===== config.mk =====
export PLATFORM = sky130hd
export DESIGN_NAME = drap_fetch_pc
export DESIGN_NICKNAME = d
export VERILOG_FILES = /design/src/rtl/drap_fetch_pc.sv
export SDC_FILE = /design/constraint.sdc
export NUM_CORES = 1
export LEC_CHECK = 0
export ABC_AREA = 1
export ABC_CLOCK_PERIOD_IN_PS = 10960
export BUFFER_PORTS_ARGS = -buffer_cell sky130_fd_sc_hd__clkbuf_2
export CELL_PAD_IN_SITES_DETAIL_PLACEMENT = 0
export CELL_PAD_IN_SITES_GLOBAL_PLACEMENT = 1
export CORE_MARGIN = 3
export CORE_UTILIZATION = 41
export DETAILED_ROUTE_END_ITERATION = 10
export GPL_ROUTABILITY_DRIVEN = 0
export PLACE_DENSITY_LB_ADDON = 0.12
export SLEW_MARGIN = 20
export SYNTH_ARGS = -nofsm -noshare
export SYNTH_HDL_FRONTEND = slang
export SYNTH_SLANG_ARGS = --single-unit

===== constraint.sdc =====
create_clock -name clk -period 10.96 [get_ports clk]
set_clock_uncertainty 0.2 [all_clocks]
set_input_delay 1.096 -clock clk [delete_from_list [all_inputs] [get_ports clk]]
set_output_delay 1.096 -clock clk [all_outputs]
set_load 0.01 [all_outputs]

===== src/rtl/drap_fetch_pc.sv =====
// PC register and instruction-fetch sequencer: one outstanding word request to
// instruction memory, next-PC selection from sequential/branch/jump/flush.
module drap_fetch_pc #(
  parameter logic [31:0] RESET_PC = 32'h0000_0000
) (
  input  logic        clk,
  input  logic        rst,
  input  logic        stall,
  input  logic        branch_taken,
  input  logic [31:0] branch_off,
  input  logic        jump,
  input  logic [25:0] jump_target,
  input  logic        flush,
  input  logic [31:0] flush_pc,
  output logic        imem_req,
  output logic [31:0] imem_addr,
  input  logic        imem_ack,
  input  logic [31:0] imem_rdata,
  output logic [31:0] instr_out,
  output logic [31:0] pc4_out,
  output logic        valid_out
);

  typedef enum logic [1:0] {IDLE, REQ, VALID} state_t;

  localparam logic [31:0] WORD_MASK = 32'hFFFF_FFFC;

  state_t      state_q, state_d;
  logic [31:0] pc_q, pc_d;
  logic [31:0] addr_q, addr_d;
  logic [31:0] instr_q, instr_d;
  logic [31:0] pc4_q, pc4_d;
  logic        valid_q, valid_d;
  logic        drop_q, drop_d;

  logic [31:0] flush_addr;
  logic [31:0] next_pc;

  assign flush_addr = flush_pc & WORD_MASK;

  always_comb begin
    if (jump)              next_pc = {pc4_q[31:28], jump_target, 2'b00};
    else if (branch_taken) next_pc = pc4_q + branch_off;
    else                   next_pc = pc4_q;
  end

  // addr_q is separate from pc_q so the memory address stays stable while a
  // flushed request is still waiting for its ack.
  always_comb begin
    state_d = state_q;
    pc_d    = pc_q;
    addr_d  = addr_q;
    instr_d = instr_q;
    pc4_d   = pc4_q;
    valid_d = valid_q;
    drop_d  = drop_q;
    case (state_q)
      IDLE: begin
        if (flush) pc_d = flush_addr;
        addr_d  = pc_d;
        state_d = REQ;
      end
      REQ: begin
        if (imem_ack) begin
          if (flush) begin
            pc_d   = flush_addr;
            addr_d = flush_addr;
            drop_d = 1'b0;
          end else if (drop_q) begin
            drop_d = 1'b0;
            addr_d = pc_q;
          end else begin
            instr_d = imem_rdata;
            pc4_d   = addr_q + 32'd4;
            valid_d = 1'b1;
            state_d = VALID;
          end
        end else if (flush) begin
          pc_d   = flush_addr;
          drop_d = 1'b1;
        end
      end
      VALID: begin
        if (flush)       pc_d = flush_addr;
        else if (!stall) pc_d = next_pc;
        if (flush || !stall) begin
          valid_d = 1'b0;
          addr_d  = pc_d;
          state_d = REQ;
        end
      end
      default: state_d = IDLE;
    endcase
  end

  always_ff @(posedge clk or posedge rst) begin
    if (rst) begin
      state_q <= IDLE;
      pc_q    <= RESET_PC & WORD_MASK;
      addr_q  <= RESET_PC & WORD_MASK;
      instr_q <= '0;
      pc4_q   <= '0;
      valid_q <= 1'b0;
      drop_q  <= 1'b0;
    end else begin
      state_q <= state_d;
      pc_q    <= pc_d;
      addr_q  <= addr_d;
      instr_q <= instr_d;
      pc4_q   <= pc4_d;
      valid_q <= valid_d;
      drop_q  <= drop_d;
    end
  end

  assign imem_req  = (state_q == REQ);
  assign imem_addr = addr_q;
  assign instr_out = instr_q;
  assign pc4_out   = pc4_q;
  assign valid_out = valid_q;

endmodule


==> results.ini, run 1 <==
[status]
status = complete, no violations

[setup_path]
crit_path_start = branch_off[0]
worst_ep_arrival_time_ns = 3.49
cp.required_ns = 11.08
reg2reg_depth = 11
crit_path_max_fanout = 4
critPathLaunchType = input pin
rr_startpoint = pc4_out[0]$_DFFE_PP0P_
setup.worst_path.class = in2reg
cp-end-kind = register

[logic_synthesis]
ys_async_sr_fraction_pct = 100
yosysWarnings = 0
synth_cells = 1332
ys_ff_latch = 132
synth_edf_count = 0
ys.flop_type = dfrtp_1
avgSynthCellArea_um2 = 6.71
syn-num-nets = 1494
syn-cell-area_um2 = 8940
ys_seq_area_share_pct = 37.0
ys_types = 45

[sta]
rsz0062_at_grt = no
finalSetupTns_ns = 0
fmax_mhz = 297
hold_viol = 0
slew_headroom_pct = 43.3
final.period_utilization_pct = 30.7
setup_violations = 0
finalCriticalPeriod_ns = 3.36
worst_pin_slew_ns = 0.851
timing.final.ws_setup_ns = 7.60
finalMaxSlewViolations = 0

[global_routing]
grt_pass1_vias = 8674
grt-ovfl-total = 0
antenna_found_initial = 1
use_met1_pct = 36.0
grt_use_total_pct = 24.9
grt_util_met2_pct = 39.2
grt_pass1_wl_mm = 47.0
busiest_layer = met2
grt_max_degree = 82
met3_usage_pct = 4.81

[die]
core_um2 = 21200
initial_core_util_pct = 42.1
io_pins = 227
dieArea_um2 = 23600
fp.dieW_um = 154
die_h_um = 154
num_rows = 53

[finish]
n_fill_cell = 2259
stdcell_count = 1822
num_antenna_cells = 0
layout_common_cells = 507 x nand2_1, 224 x clkbuf_2, 132 x dfrtp_1
area_growth_pct = 21.6
layout_commonest_cell = nand2_1
layout-drive-gt1-share_pct = 18.6
multi_input_area_um2 = 5020
num-nets-final = 1697
ff_latch_area_um2 = 3300
final_core_util_pct = 51.2

[clock_tree]
post_cts_buffers = 0
clkSinkCount = 132
cts_buffer_depth = 2
cts_root_buf = clkbuf_16
numCtsBuffers = 17
cts_hold_buf = 0
clk_pin_slew_ns = 0.06
htree_levels = 4
cts_resized = 0
clkLatencyLatePin_ns = 0.42
cts_tree = done

[pwr]
power.density_nw_per_um2 = 256
p_leak_uw = 0.00583
ir_drop_uv = 153
p_total_uw = 2790

[hold_path]
holdCritPathClass = reg2reg
holdPathStages = 2
min_from = instr_out[18]$_DFFE_PP0P_

[flow_run]
maxCapViolCount = 0

[route]
ant_nets = 0
wl_per_cell_um = 16.2
firstDrtPassIters = 5
drc = 0
viasPerCell = 5.03
num_vias = 9163
totalWireLength_mm = 29.6
first_iter_violations = 578

[place]
post-place-ws_ns = 7.25
port-buffer-count = 224
dpl.cell_count = 1791
hpwl_mm = 22.7

==> cells by family (layout without fill, tap and decap cells) <==
group / Yosys count / count (layout) / share of synthesized area [%]
and+or+nand+nor: 737 / 737 / 33.4
DFF: 132 / 132 / 37.0
buffers and inverters: 165 / 380 / 7.01
muxes: 2 / 2 / 0.224
xor gates and xnor gates: 30 / 30 / 2.94
adders and majority gates: 33 / 33 / 4.70
AOI/OAI and AO/OA: 233 / 233 / 14.8
==> critical path, cell delays in order <==
cell	delay, ns
clkbuf_2	0.08
ha_1	0.24
fa_1	0.42
nand3_1	0.10
nand2_1	0.12
nand2_1	0.09
nand3_1	0.17
xor2_1	0.21
nor2_1	0.06
o21ai_0	0.50
o211ai_1	0.21
a31oi_1	0.18
==> cells in the mapped netlist, drive strengths merged (2+ instances only) <==
master,instances,area [um2]
o21bai,5,37.5
nor4,7,58.8
o21ai,90,454
a31oi,19,119
nand3b,2,15.0
o32ai,2,17.5
or2,4,27.5
a22o,2,17.5
nor2,132,513
o211ai,8,60.1
and2,4,25.0
ha,32,400
clkbuf,41,154
nand4,12,75.1
xor2,19,166
dfrtp,132,3300
nand3,51,265
xnor2,11,96.3
nor3,15,85.1
nand2,509,1910
a22oi,22,165
a21oi,76,380
buf,8,37.5
a21o,4,30.0
mux2i,2,20.0
inv,116,435
==> routing by layer <==
| metal | share of wire [%] | vias up |
|---|---|---|
| met5 | 0.044 | - |
| met4 | 1.5 | 2 |
| met3 | 7.2 | 28 |
| met2 | 44 | 291 |
| met1 | 47 | 4105 |
| li1 | - | 4737 |
==> per-stage QoR <==
step                      hold WS [ns]  area (um2)
final                            0.271       10900
after global routing             0.296       10900
after CTS                        0.275       10900
after detailed placement         0.260       10300
after global placement           0.254       10300
after floorplan                  0.249        8940
==> final cells by class <==
type                    instances  share of cell area, %
multi-input cells            1035                   46.2
repair buffers                233                   11.0
inverters                     116                   4.06
clock inverters                10                  0.932
well taps                     275                   3.17
flip-flops and latches        132                   30.4
clock buffers                  21                   4.33
==> flip-flops by register name (all words and copies together) (netlist names) <==
signal / cells
imem_addr: 32
drop_q: 1
pc_q: 32
state_q: 2
pc4_out: 32
instr_out: 32
valid_out: 1
==> worst paths after layout <==
| check | end | slack [ns] |
|---|---|---|
| min in group asynchronous | instr_out[17]$_DFFE_PP0P_ | 0.51 |
| worst min-delay path | instr_out[18]$_DFFE_PP0P_ | 0.27 |
| worst max register to register | pc_q[8]$_DFFE_PP0P_ | 7.92 |
| worst min register to register | instr_out[18]$_DFFE_PP0P_ | 0.27 |
| max in group asynchronous | imem_addr[7]$_DFFE_PP0P_ | 8.97 |
| worst max-delay path | pc_q[8]$_DFFE_PP0P_ | 7.60 |
==> where the power goes <==
| part | switching [uW] | internal [uW] |
|---|---|---|
| Sequential | 228 | 691 |
| Clock | 216 | 330 |
| Combinational | 845 | 474 |
| Total | 1290 | 1500 |
No activity file was read; power rests on OpenSTA's default activity.
==> run 2: changes to the inputs <==
ABC_CLOCK_PERIOD_IN_PS = 3050   (was 10960)
CORE_UTILIZATION = 34   (was 41)
clock period = 3.05 ns   (was 10.96 ns; I/O delays follow)
==> run 2 against run 1 <==
Net effect:
- utilization decreased by 6.2 points
- register-to-register slack got worse by 7.7 ns
- sequential share of layout area down 1.6 points
- clock-buffer cell count shrank 3
- via count rose by 4.2%
- die area grew 20%
- sequential cell count did not move
==> results.ini, run 2 (synthesis results as in run 1) <==
[die]
num_rows = 58  ; +9.4%
fp.dieW_um = 168  ; +9.4%
io_pins = 227  ; unchanged
core_um2 = 25500  ; +20%
dieArea_um2 = 28300  ; +20%
die_h_um = 168  ; +9.4%
initial_core_util_pct = 35.1  ; -7.0 points

[global_routing]
grt_pass1_vias = 9080  ; +4.7%
grt_max_degree = 69  ; -16%
grt_use_total_pct = 23.2  ; -1.7 points
antenna_found_initial = 0  ; -1
grt-ovfl-total = 0  ; unchanged
grt_pass1_wl_mm = 51.5  ; +9.6%

[route]
wl_per_cell_um = 17.1  ; +5.4%
firstDrtPassIters = 6  ; +1
num_vias = 9552  ; +4.2%
ant_nets = 0  ; unchanged
first_iter_violations = 744  ; +29%
totalWireLength_mm = 33.2  ; +12%
drc = 0  ; unchanged
viasPerCell = 4.92  ; -2.1%

[setup_path]
setup.worst_path.class = reg2reg
cp-end-kind = register
rr_startpoint = pc4_out[2]$_DFFE_PP0P_
cp.required_ns = 3.16  ; -7.92 ns
crit_path_start = pc4_out[2]$_DFFE_PP0P_
worst_ep_arrival_time_ns = 2.96  ; -0.53 ns
critPathLaunchType = register
crit_path_max_fanout = 5  ; +1

[finish]
stdcell_count = 1941  ; +6.5%
num_antenna_cells = 0  ; unchanged
n_fill_cell = 2721  ; +20%
layout_common_cells = 508 x nand2_1, 224 x clkbuf_2, 132 x dfrtp_1
num-nets-final = 1760  ; +3.7%
area_growth_pct = 28.3
layout_commonest_cell = nand2_1
post-route-cell-area_um2 = 11500  ; +5.5%
layout-drive-gt1-share_pct = 19.6  ; +1.1 points

[place]
hpwl_mm = 25.4  ; +12%
port-buffer-count = 224  ; unchanged
dpl.cell_count = 1875  ; +4.7%
placed_cell_area_um2 = 10600  ; +2.9%

[pwr]
p_leak_uw = 0.00608  ; +4.3%
power.density_nw_per_um2 = 889  ; +250%
ir_drop_uv = 473  ; +210%

[clock_tree]
clk_pin_slew_ns = 0.07  ; about the same
clkLatencyLatePin_ns = 0.43  ; about the same
cts_tree = done
cts_root_buf = clkbuf_16
post_cts_buffers = 0  ; unchanged
numCtsBuffers = 17  ; unchanged
cts_buffer_depth = 2  ; unchanged
clkSinkCount = 132  ; unchanged
htree_levels = 4  ; unchanged

[sta]
worst_pin_slew_ns = 0.908  ; +0.0572 ns
final.period_utilization_pct = 93.5
slew_headroom_pct = 39.4  ; -3.8 points
hold_viol = 0  ; unchanged
rsz0062_at_grt = no
finalMaxSlewViolations = 0  ; unchanged
fmax_mhz = 351
finalSetupTns_ns = 0  ; unchanged
setup_violations = 0  ; unchanged
hold-worst-slack_ns = 0.0333  ; -0.238 ns
finalCriticalPeriod_ns = 2.85

[hold_path]
min_from = flush_pc[5]
holdCritPathClass = in2reg

[status]
status = complete, no violations

[flow_run]
maxCapViolCount = 0  ; unchanged

-- run 2: changes by cell type in the layout (fill, tap and decap cells not counted), moves of 2 or more --
cell           delta
o21ai_0           -3
inv_6             +2
o21ai_1           +3
clkinv_4          -3
buf_4            +29
clkbuf_8          -3
dlygate4sd3_1    +34
clkinvlp_4        +5
-- run 2: where the power goes --
group,internal (uW),switching (uW)
Sequential,2480,778
Clock,1040,810
Combinational,1860,3220
-- run 2: area by class of cell --
cell class	count	area, um2	area share (%)
inverters	116	439	3.83
multi-input cells	1035	5010	43.7
flip-flops and latches	132	3300	28.8
clock inverters	14	106	0.928
well taps	330	413	3.60
clock buffers	18	429	3.74
repair buffers	296	1760	15.3
-- run 2: routing by layer --
layer | wire length (um) | share of wire (%) | track usage [%] | vias to the layer above
li1 | - | - | - | 4852
met1 | 15900 | 48 | 33.9 | 4365
met2 | 14800 | 45 | 36.4 | 311
met3 | 2050 | 6.2 | 3.64 | 24
met4 | 439 | 1.3 | 5.27 | 0
met5 | 0 | 0 | 0 | -
-- run 2: final timing paths --
kind	to	slack [ns]	depth (start not counted)
worst min-delay path	pc_q[5]$_DFFE_PP0P_	0.03	5
worst max-delay path	pc_q[29]$_DFFE_PP0P_	0.20	15
max in group asynchronous	pc4_out[8]$_DFFE_PP0P_	1.52	4
worst max register to register	pc_q[29]$_DFFE_PP0P_	0.20	15
min in group asynchronous	instr_out[8]$_DFFE_PP0P_	0.50	4
worst min register to register	instr_out[22]$_DFFE_PP0P_	0.27	2
-- run 2: critical path: stages, from the launching register on --
cell and delay, ns:
dfrtp_1 0.44, ha_1 0.37, or2_1 0.24, and2_1 0.19, nand2_1 0.08, nand2_1 0.10
nand3_1 0.14, nand3_1 0.16, nand2_1 0.10, nand2_1 0.08, nand2_1 0.07, nand2_1 0.04
o21ai_1 0.26, nand2_1 0.13, nand2_1 0.08, nand2_1 0.05
-- run 2: timing repair --
action                                  CTS  global route
endpoints found under the setup margin    0             5
resized for setup                         0             3
hold buffers                             34             0
hold endpoints to repair                 84             0
-- run 2: stage by stage --
step                util, %  worst slack (ns)  power, uW
global placement       41.6             0.165       8270
CTS                    45.0             0.140      10200
finish                 45.0             0.199      10200
floorplan                 -             0.624       6270
global route           45.0           0.00680      11100
detailed placement     41.6             0.155       8300
==> run 3: changes to the inputs <==
CORE_UTILIZATION = 30   (was 34)
==> run 3 against run 2 <==
Net effect:
- utilization down 5.0 points
- die area up 13%
- via count down 0.30%
- combinational power up 2%
- non-clock buffer count up 1
- final cell count up 2.9%
- sequential power about the same
- fmax up 1.4%
- global-route usage down 1.3 points
==> results.ini, run 3 (synthesis results as in run 1) <==
[setup_path]
worst_ep_arrival_time_ns = 2.95  ; about the same
setup.worst_path.class = reg2reg
crit_family = compound AO/OA/AOI/OAI gates
cp.required_ns = 3.18  ; +0.02 ns
cp_slowest_cell = dfrtp_1
cpPeakStageDelay_ns = 0.41  ; -0.03 ns
reg2reg_slack_ns = 0.24  ; +0.04 ns
crit_path_max_fanout = 4  ; -1
critPathLaunchType = register
critPathBufInv = 0  ; unchanged
cp-end-kind = register
crit_cells = 11  ; -4
crit_chain = ha_2, fa_1, nand3_1, nand2_1, nand2_1, nand3_1, xor2_1, nor2_1, o21ai_0, o211ai_1, a31oi_1
reg2reg_depth = 11  ; -4

[pwr]
power.density_nw_per_um2 = 897  ; +0.88%
p_total_uw = 10400  ; +2.1%
ir_drop_uv = 399  ; -16%
p_leak_uw = 0.00612  ; +0.62%

[clock_tree]
clk_pin_slew_ns = 0.06  ; about the same
clkLatencyLatePin_ns = 0.42  ; about the same
cts_root_buf = clkbuf_16
clkSinkCount = 132  ; unchanged
htree_levels = 4  ; unchanged
numCtsBuffers = 17  ; unchanged
cts_buffer_depth = 2  ; unchanged
cts_tree = done

[sta]
finalMaxSlewViolations = 0  ; unchanged
worst_pin_slew_ns = 0.756  ; -0.152 ns
slew_headroom_pct = 49.6  ; +10 points
fmax_mhz = 356  ; +1.4%
finalCriticalPeriod_ns = 2.81  ; -0.0396 ns
final.period_utilization_pct = 92.2  ; -1.3 points
hold_viol = 0  ; unchanged
hold-worst-slack_ns = 0.0443  ; +0.0109 ns
finalSetupTns_ns = 0  ; unchanged
setup_violations = 0  ; unchanged
rsz0062_at_grt = no

[global_routing]
grt_pass1_vias = 9241  ; +1.8%
grt_max_degree = 133  ; +93%
grt-ovfl-total = 0  ; unchanged
antenna_found_initial = 0  ; unchanged
grt_pass1_wl_mm = 53.1  ; +3.1%
grt_use_total_pct = 21.9  ; -1.3 points

[route]
num_vias = 9523  ; -0.30%
viasPerCell = 4.77  ; -3.1%
drt-met1-wl_mm = 16.9  ; +6.3%
drc = 0  ; unchanged
firstDrtPassIters = 5  ; -1
first_iter_violations = 683  ; -8.2%
top_layer = met4
met3_length_mm = 1.89  ; -8.1%
totalWireLength_mm = 34.8  ; +4.8%
met2_wirelength_mm = 15.5  ; +4.2%
ant_nets = 0  ; unchanged
wl_per_cell_um = 17.4  ; +1.8%

[flow_run]
maxCapViolCount = 0  ; unchanged

[place]
hpwl_mm = 26.6  ; +4.7%
placed_cell_area_um2 = 10700  ; +0.83%
port-buffer-count = 224  ; unchanged

[die]
initial_core_util_pct = 30.8  ; -4.3 points
num_rows = 62  ; +6.9%
die_h_um = 179  ; +6.2%
io_pins = 227  ; unchanged
dieArea_um2 = 31900  ; +13%
fp.dieW_um = 179  ; +6.2%
core_um2 = 29000  ; +14%

[finish]
layout_common_cells = 508 x nand2_1, 224 x clkbuf_2, 132 x dfrtp_1
layout-drive-gt1-share_pct = 19.8  ; +0.17 points
post-route-cell-area_um2 = 11600  ; +1.2%
num-nets-final = 1761  ; +0.057%
layout_commonest_cell = nand2_1
n_fill_cell = 3253  ; +20%
final_core_util_pct = 40.0  ; -5.0 points
area_growth_pct = 29.9

[hold_path]
holdPathStages = 5  ; unchanged
holdCritPathClass = in2reg

[status]
status = complete, no violations

[run 3: routing by layer]
metal  global-route usage [%]  up-vias
met4                     5.23        0
li1                         -     4864
met5                        0        -
met2                     34.1      273
met1                     31.9     4355
met3                     3.38       31
[run 3: timing repair]
action                                 CTS  global route
resized for setup                        0             4
setup endpoints to repair                0             7
hold buffers                            34             0
setup buffers                            0             0
endpoints found under the hold margin  165             0
[run 3: area by class of cell]
type | count | area [um2] | area share [%]
Timing Repair Buffer | 297 | 1780 | 15.3
Clock inverter | 10 | 100 | 0.863
Tap cell | 384 | 480 | 4.14
Sequential cell | 132 | 3300 | 28.5
Multi-Input combinational cell | 1035 | 5020 | 43.3
Inverter | 116 | 439 | 3.78
Antenna cell | 1 | 2.50 | 0.0216
Clock buffer | 22 | 474 | 4.09
[run 3: stage by stage]
stage               worst slack, ns  cells
global route                0.00145   1996
finish                        0.239   1997
floorplan                     0.624   1332
global placement              0.146   1930
detailed placement            0.141   1930
CTS                           0.105   1996
[run 3: worst register-to-register path: stages, from the launching register on]
cell,delay [ns]
dfrtp_1,0.41
ha_2,0.22
fa_1,0.40
nand3_1,0.10
nand2_1,0.12
nand2_1,0.08
nand3_1,0.18
xor2_1,0.22
nor2_1,0.05
o21ai_0,0.37
o211ai_1,0.19
a31oi_1,0.19
[run 3: report_power, final]
group          internal (uW)  switching, uW
Sequential              2480            760
Clock                   1190            804
Combinational           1890           3280
[run 3: worst paths after layout]
check	start	endpoint
min in group asynchronous	rst	instr_out[20]$_DFFE_PP0P_
max reg2reg	pc4_out[0]$_DFFE_PP0P_	pc_q[8]$_DFFE_PP0P_
max in group asynchronous	rst	instr_out[3]$_DFFE_PP0P_
min	flush_pc[4]	pc_q[4]$_DFFE_PP0P_
max	pc4_out[0]$_DFFE_PP0P_	pc_q[8]$_DFFE_PP0P_
min reg2reg	instr_out[22]$_DFFE_PP0P_	instr_out[22]$_DFFE_PP0P_
